<file path="src/rtl/i2s_source_arbiter_if.sv">
//------------------------------------------------------------------------------
// i2s_source_arbiter_if
// Bus between the sample producers / I2S transmitter and the source arbiter.
// master : the arbiter side (drives acks and the granted sample)
// slave  : the producer/transmitter side
// Revision: 1.0
//------------------------------------------------------------------------------
`default_nettype none

interface i2s_source_arbiter_if #(
  parameter int NUM_SRC = 4
);
  logic                   enable;
  logic [NUM_SRC-1:0]     src_valid;
  logic [16*NUM_SRC-1:0]  src_data;
  logic [NUM_SRC-1:0]     src_ack;
  logic [15:0]            sound_out;
  logic                   frame_start;
  logic [2:0]             active_src;
  logic                   grant_valid;
  logic                   underrun;

  modport master (
    input  enable, src_valid, src_data,
    output src_ack, sound_out, frame_start, active_src, grant_valid, underrun
  );

  modport slave (
    output enable, src_valid, src_data,
    input  src_ack, sound_out, frame_start, active_src, grant_valid, underrun
  );
endinterface

`default_nettype wire

</file>
<file path="src/rtl/i2s_source_arbiter.sv">
//------------------------------------------------------------------------------
// i2s_source_arbiter
// Round-robin selection of one of NUM_SRC sample producers per 32-slot I2S
// frame. Arbitration happens on the edge where frame_cnt == ARB_SLOT; the
// chosen sample is held on sound_out until the transmitter captures it.
// Optional build macro: I2S_ARB_HOLD_LAST_EN (repeat last sample on underrun).
// Revision: 1.0
//------------------------------------------------------------------------------
`default_nettype none

module i2s_source_arbiter #(
  parameter int NUM_SRC  = 4,
  parameter int ARB_SLOT = 29
) (
  input  wire logic             serial_clk,
  input  wire logic             reset,
  i2s_source_arbiter_if.master  bus
);

  // Slot 31 is the transmitter's capture slot, so arbitration there would
  // change sound_out on the very edge it is sampled.
  generate
    if (ARB_SLOT < 0 || ARB_SLOT > 30) begin : g_bad_arb_slot
      $error("i2s_source_arbiter: ARB_SLOT must be in 0..30");
    end
    if (NUM_SRC < 2 || NUM_SRC > 8) begin : g_bad_num_src
      $error("i2s_source_arbiter: NUM_SRC must be in 2..8");
    end
  endgenerate

  localparam logic [4:0] ARB_CNT  = 5'(ARB_SLOT);
  localparam logic [2:0] LAST_RST = 3'(NUM_SRC - 1);

  logic [4:0]         frame_cnt_q,   frame_cnt_d;
  logic [15:0]        sound_out_q,   sound_out_d;
  logic [NUM_SRC-1:0] src_ack_q,     src_ack_d;
  logic               frame_start_q, frame_start_d;
  logic [2:0]         active_src_q,  active_src_d;
  logic               grant_valid_q, grant_valid_d;
  logic               underrun_q,    underrun_d;
  logic [2:0]         last_q,        last_d;

  logic [7:0]         valid_ext;
  logic               found;
  logic [2:0]         win;
  logic [15:0]        win_data;
  int                 idx;

  assign valid_ext = 8'(bus.src_valid);

  // Round-robin search starting just after the last winner, plus data mux.
  always_comb begin
    found    = 1'b0;
    win      = last_q;
    win_data = '0;
    idx      = 0;
    for (int k = 1; k <= NUM_SRC; k++) begin
      idx = int'(last_q) + k;
      if (idx >= NUM_SRC) idx = idx - NUM_SRC;
      if (!found && valid_ext[idx[2:0]]) begin
        found = 1'b1;
        win   = idx[2:0];
      end
    end
    for (int i = 0; i < NUM_SRC; i++) begin
      if (win == 3'(i)) win_data = bus.src_data[16*i +: 16];
    end
  end

  // Next-state: free-running frame counter; all grant state changes only on the ARB slot.
  always_comb begin
    frame_cnt_d   = frame_cnt_q + 5'd1;
    frame_start_d = (frame_cnt_q == 5'd31);
    sound_out_d   = sound_out_q;
    src_ack_d     = '0;
    active_src_d  = active_src_q;
    grant_valid_d = grant_valid_q;
    underrun_d    = 1'b0;
    last_d        = last_q;
    if (frame_cnt_q == ARB_CNT) begin
      if (!bus.enable) begin
        sound_out_d   = '0;
        grant_valid_d = 1'b0;
      end else if (found) begin
        sound_out_d   = win_data;
        src_ack_d     = NUM_SRC'(1) << win;
        last_d        = win;
        active_src_d  = win;
        grant_valid_d = 1'b1;
      end else begin
        underrun_d    = 1'b1;
        grant_valid_d = 1'b0;
`ifdef I2S_ARB_HOLD_LAST_EN
        sound_out_d   = sound_out_q;
`else
        sound_out_d   = '0;
`endif
      end
    end
  end

  // State registers; reset parks the counter at 31 to match the transmitter.
  always_ff @(posedge serial_clk or negedge reset) begin
    if (!reset) begin
      frame_cnt_q   <= 5'd31;
      sound_out_q   <= '0;
      src_ack_q     <= '0;
      frame_start_q <= 1'b0;
      active_src_q  <= 3'd0;
      grant_valid_q <= 1'b0;
      underrun_q    <= 1'b0;
      last_q        <= LAST_RST;
    end else begin
      frame_cnt_q   <= frame_cnt_d;
      sound_out_q   <= sound_out_d;
      src_ack_q     <= src_ack_d;
      frame_start_q <= frame_start_d;
      active_src_q  <= active_src_d;
      grant_valid_q <= grant_valid_d;
      underrun_q    <= underrun_d;
      last_q        <= last_d;
    end
  end

  assign bus.src_ack     = src_ack_q;
  assign bus.sound_out   = sound_out_q;
  assign bus.frame_start = frame_start_q;
  assign bus.active_src  = active_src_q;
  assign bus.grant_valid = grant_valid_q;
  assign bus.underrun    = underrun_q;

endmodule

`default_nettype wire

</file>
<file path="src/flat_wrapper.sv">
// flat-port wrapper written by rule: the top's interface ports become plain ports
module i2s_source_arbiter_flat 
#(
  parameter int NUM_SRC  = 4,
  parameter int ARB_SLOT = 29
)
  (serial_clk, reset, bus_enable, bus_src_valid, bus_src_data, bus_src_ack, bus_sound_out, bus_frame_start, bus_active_src, bus_grant_valid, bus_underrun);
  i2s_source_arbiter_if #(.NUM_SRC(NUM_SRC)) bus_i ();
  input  wire logic serial_clk;
  input  wire logic reset;
  input wire logic [$bits(bus_i.enable)-1:0] bus_enable;
  input wire logic [$bits(bus_i.src_valid)-1:0] bus_src_valid;
  input wire logic [$bits(bus_i.src_data)-1:0] bus_src_data;
  output wire logic [$bits(bus_i.src_ack)-1:0] bus_src_ack;
  output wire logic [$bits(bus_i.sound_out)-1:0] bus_sound_out;
  output wire logic [$bits(bus_i.frame_start)-1:0] bus_frame_start;
  output wire logic [$bits(bus_i.active_src)-1:0] bus_active_src;
  output wire logic [$bits(bus_i.grant_valid)-1:0] bus_grant_valid;
  output wire logic [$bits(bus_i.underrun)-1:0] bus_underrun;
  assign bus_i.enable = bus_enable;
  assign bus_i.src_valid = bus_src_valid;
  assign bus_i.src_data = bus_src_data;
  assign bus_src_ack = bus_i.src_ack;
  assign bus_sound_out = bus_i.sound_out;
  assign bus_frame_start = bus_i.frame_start;
  assign bus_active_src = bus_i.active_src;
  assign bus_grant_valid = bus_i.grant_valid;
  assign bus_underrun = bus_i.underrun;
  i2s_source_arbiter #(.NUM_SRC(NUM_SRC), .ARB_SLOT(ARB_SLOT)) u_core (.serial_clk(serial_clk), .reset(reset), .bus(bus_i));
endmodule
</file>
<file path="config.mk">
export PLATFORM = sky130hd
export DESIGN_NAME = i2s_source_arbiter_flat
export DESIGN_NICKNAME = d
export VERILOG_FILES = /design/src/rtl/i2s_source_arbiter_if.sv /design/src/rtl/i2s_source_arbiter.sv /design/src/flat_wrapper.sv
export SDC_FILE = /design/constraint.sdc
export NUM_CORES = 1
export LEC_CHECK = 0
export CAP_MARGIN = 5
export CORE_UTILIZATION = 42
export CTS_CLUSTER_DIAMETER = 60
export DETAILED_ROUTE_END_ITERATION = 6
export HOLD_SLACK_MARGIN = 0.12
export PLACE_DENSITY = 0.84
export RECOVER_POWER = 100
export SYNTH_ARGS = -nofsm -noshare
export SYNTH_HDL_FRONTEND = slang
export SYNTH_SLANG_ARGS = --single-unit
</file>
<file path="constraint.sdc">
create_clock -name serial_clk -period 4 [get_ports serial_clk]
set_input_delay 1.2 -clock serial_clk [delete_from_list [all_inputs] [get_ports serial_clk]]
set_output_delay 1.2 -clock serial_clk [all_outputs]
set_load 0.02 [all_outputs]
</file>
==> flow_metrics.py <==
metrics = {
    "yosys": {
        "ys_types": 47,
        "synthCells": 223,
        "syn_avg_cell_area_sq_um": 9.44,
        "ys_seq_area_frac": 0.397,
        "syn_area_sq_um": 2100,
        "yosys_warnings": 0,
        "yosysTopAreaCellShare": 0.309,
        "synth_top_area_cell": "dfrtp_1",
        "synth_seq_cells": 33,
        "synth_nets": 299,
        "ys_top_cells_by_area": "dfrtp_1 31%, dfstp_2 8.7%, a32oi_1 5.0%, a21o_1 4.6%, a211oi_1 4.3%",
    },
    "setup_path": {
        "cp_num_cells": 8,
        "reg2reg_depth": 9,
        "r2r-end": "u_core.bus.sound_out[7]",
        "cp.buffers_inverters": 1,
        "crit_start": "bus_src_valid[2]",
        "worstPathMaxFanout": 15,
        "path_cells": "dlygate4sd3_1 > mux2i_1 > a2111oi_0 > o21ai_0 > o21ai_4 > nor2_2 > a32oi_1 > a21oi_1",
        "crit_required_ns": 4.21,
        "reg2reg_from": "u_core.last_q[0]",
        "path_class": "primary input to flop",
        "crit_path_end_kind": "flop",
        "endpoint": "u_core.bus.sound_out[14]",
        "cp_data_arrival_time_ns": 3.90,
        "critPathMaxStageDelay_ns": 0.61,
        "cp_slowest_cell": "dlygate4sd3_1",
        "reg2reg_slack_ns": 0.57,
        "cp_top_family": "compound AO/OA/AOI/OAI gates",
        "critPathLaunchType": "primary input",
    },
    "grt": {
        "grt_overflow_total": 0,
        "grt_pass1_vias": 2098,
        "antenna_found_initial": 0,
        "grt_max_degree": 34,
        "grt_usage": 0.241,
        "grt_pass1_wl_um": 9810,
    },
    "sta": {
        "min_period_ns": 3.69,
        "min_period_over_period": 0.921,
        "setup_ws_ns": 0.314,
        "worst_pin_slew_ns": 1.74,
        "max_freq_mhz": 271,
        "drv_slew": 34,
        "finalSetupViolCount": 0,
        "final.setup.tns_ns": 0,
        "relSlewSlack": -0.163,
        "fin_hold_ws_ns": 0.487,
        "skew_ns": 0.00511,
        "rsz0062_at_grt": "no",
        "hold_viol_final": 0,
    },
    "power_and_ir_drop": {
        "ir_worst_vdd_uv": 204,
        "power_leakage_nw": 1.41,
        "seq_power_share": 0.363,
        "power.switching_uw": 299,
        "combPwrFrac": 0.311,
        "switching_share": 0.296,
        "p_per_area_nw_per_um2": 313,
        "p_clk_frac": 0.325,
        "intPower_uw": 711,
    },
    "clocking": {
        "clockBufferDepth": 2,
        "cts_root_buffer": "clkbuf_8",
        "htree_num_levels": 2,
        "ctsHoldBuffers": 0,
        "clkLatencyLatePin_ns": 0.29,
        "clock-sinks": 33,
        "post_cts_resized": 0,
        "cts_setup_buffers": 0,
        "numCtsBuffers": 5,
        "clk_pin_slew_ns": 0.07,
        "cts_tree": "done",
    },
    "layout": {
        "syn2layout_area_growth_pct": 53.3,
        "fillers": 376,
        "drive_above_1_share": 0.0943,
        "nNetsFinal": 393,
        "fin_area_sq_um": 3230,
        "antennaDiodeCount": 0,
    },
    "run_status": {
        "outcome": "complete, but fails checks",
        "violations": "capacitance limit, slew limit",
    },
    "floorplanning": {
        "io_pins": 97,
        "start_util": 0.440,
        "die_h_um": 72.8,
        "dieArea_sq_um": 5300,
        "core_area_sq_um": 4790,
        "die_x_um": 72.8,
        "rows": 25,
    },
    "place": {
        "hpwlAfterDp_um": 4500,
        "io_buffers": 96,
        "dp_slack_ns": 0.148,
        "place_congestion": 0.887,
        "postPlaceCellArea_sq_um": 3120,
    },
    "route": {
        "firstDrtPassIters": 4,
        "drtAntennaViolNets": 0,
        "dr.first_iter.drc_count": 222,
        "viasPerCell": 5.59,
        "dr_wl_met3_um": 456,
        "vias": 2152,
        "routed_wl_um": 6090,
        "top_layer_used": "met4",
        "post_drt_wl_per_cell_um": 15.8,
        "wl_met2_um": 3000,
        "wl_met1_um": 2550,
        "drc": 0,
    },
    "flow_run": {
        "cap_violations": 1,
    },
    "min_path": {
        "hp-class": "flop to flop",
        "hold_depth": 2,
    },
}
-- area by class of cell --
| type | count | area [sq um] | share of cell area |
|---|---|---|---|
| clock buffers | 6 | 82.6 | 0.0256 |
| clock inverters | 2 | 37.5 | 0.0116 |
| inverters | 9 | 33.8 | 0.0105 |
| multi-input cells | 165 | 1140 | 0.355 |
| flip-flops and latches | 33 | 835 | 0.259 |
| well taps | 67 | 83.8 | 0.0260 |
| repair buffers | 103 | 1010 | 0.313 |
-- power groups by stage --
stage	logic, mW	registers (mW)	clock network (mW)
detailed placement	0.320	0.372	0
CTS	0.322	0.367	0.332
global route	0.339	0.370	0.351
floorplan	0.168	0.386	0
finish	0.315	0.367	0.329
global placement	0.315	0.373	0
-- Yosys cell counts, drive strengths merged --
cell and count:
o221a 1, inv 9, a41o 1, o21ai 19, nand2 25, a2111oi 1, nand3 7, a21oi 16
clkbuf 3, nor2 7, nand2b 4, buf 13, nor3 1, a211oi 12, o32ai 1, dfstp 7
dfrtp 26, nand4 1, o221ai 2, and3 2, mux2i 5, o21ba 1, o21bai 1, and3b 1
ha 5, nor3b 1, o21a 2, a21o 13, xnor2 1, o22ai 3, xor2 1, mux2 2
o211ai 1, or3 1, a32oi 12, and2 6, a2bb2oi 5, a221o 4
-- worst min-delay path: cells and delay by family, from the launching register on --
family | cells | cell delay [ns]
and+or+nand+nor | 2 | 0.10
DFF | 1 | 0.35
-- how the worst min path moves through the flow --
stage / start / endpoint / slack (ns)
detailed placement: u_core.frame_cnt_q[0] / u_core.frame_cnt_q[0] / 0.45
floorplan: u_core.frame_cnt_q[0] / u_core.frame_cnt_q[0] / 0.43
finish: u_core.bus.grant_valid / u_core.bus.grant_valid / 0.49
global placement: u_core.frame_cnt_q[0] / u_core.frame_cnt_q[0] / 0.44
global route: u_core.frame_cnt_q[3] / u_core.frame_cnt_q[3] / 0.52
CTS: u_core.frame_cnt_q[0] / u_core.frame_cnt_q[0] / 0.47
-- cell usage in the layout (no fill, tap or decap), types with 2 or more instances in the layout --
master / Yosys / routed
dfstp_1: 0 / 2
mux2i_1: 5 / 5
clkdlybuf4s50_1: 0 / 68
o22ai_1: 3 / 3
and2_1: 6 / 6
dfrtp_1: 26 / 26
nand3_1: 7 / 7
a211oi_1: 12 / 12
nor2_1: 5 / 6
ha_1: 5 / 5
a2bb2oi_1: 4 / 4
dlygate4sd3_1: 0 / 28
a32oi_1: 12 / 12
o221ai_1: 2 / 2
dfstp_2: 7 / 5
a21o_1: 13 / 13
o21ai_1: 17 / 16
a21oi_1: 15 / 15
nand2_1: 24 / 24
nand2b_1: 4 / 4
o21a_1: 2 / 2
clkbuf_8: 0 / 6
inv_1: 8 / 8
buf_4: 3 / 6
a221o_1: 4 / 4
o21ai_0: 1 / 2
and3_1: 2 / 2
mux2_2: 2 / 2
-- metal layers --
| layer | up-vias | track usage |
|---|---|---|
| met5 | - | 0 |
| met4 | 0 | 0.0784 |
| met3 | 10 | 0.0718 |
| met2 | 105 | 0.382 |
| met1 | 1012 | 0.317 |
| li1 | 1025 | - |
-- kinds of logic after synthesis --
logic type / count (synthesis) / share of synthesized area
compound gates: 95 / 0.336
simple gates: 56 / 0.136
flops: 33 / 0.397
buf+inv: 25 / 0.0589
mux: 7 / 0.0345
fa+ha+maj: 5 / 0.0297
xor+xnor: 2 / 0.00832
-- sequential cells by signal (all words and copies together) (netlist names) --
signal	cells
u_core.last_q	3
u_core.bus.frame_start	1
u_core.bus.underrun	1
u_core.frame_cnt_q	5
u_core.bus.active_src	2
u_core.bus.grant_valid	1
u_core.bus.src_ack	4
u_core.bus.sound_out	16
-- through the flow --
stage / power [mW] / cells / util
6_report: 1.01 / 385 / 0.674
4_1_cts: 1.02 / 385 / 0.676
3_3_place_gp: 0.688 / 377 / 0.651
5_1_grt: 1.06 / 385 / 0.674
2_1_floorplan: 0.554 / 223 / -
3_5_place_dp: 0.693 / 377 / 0.651
Power figures use the tool's default switching activity.
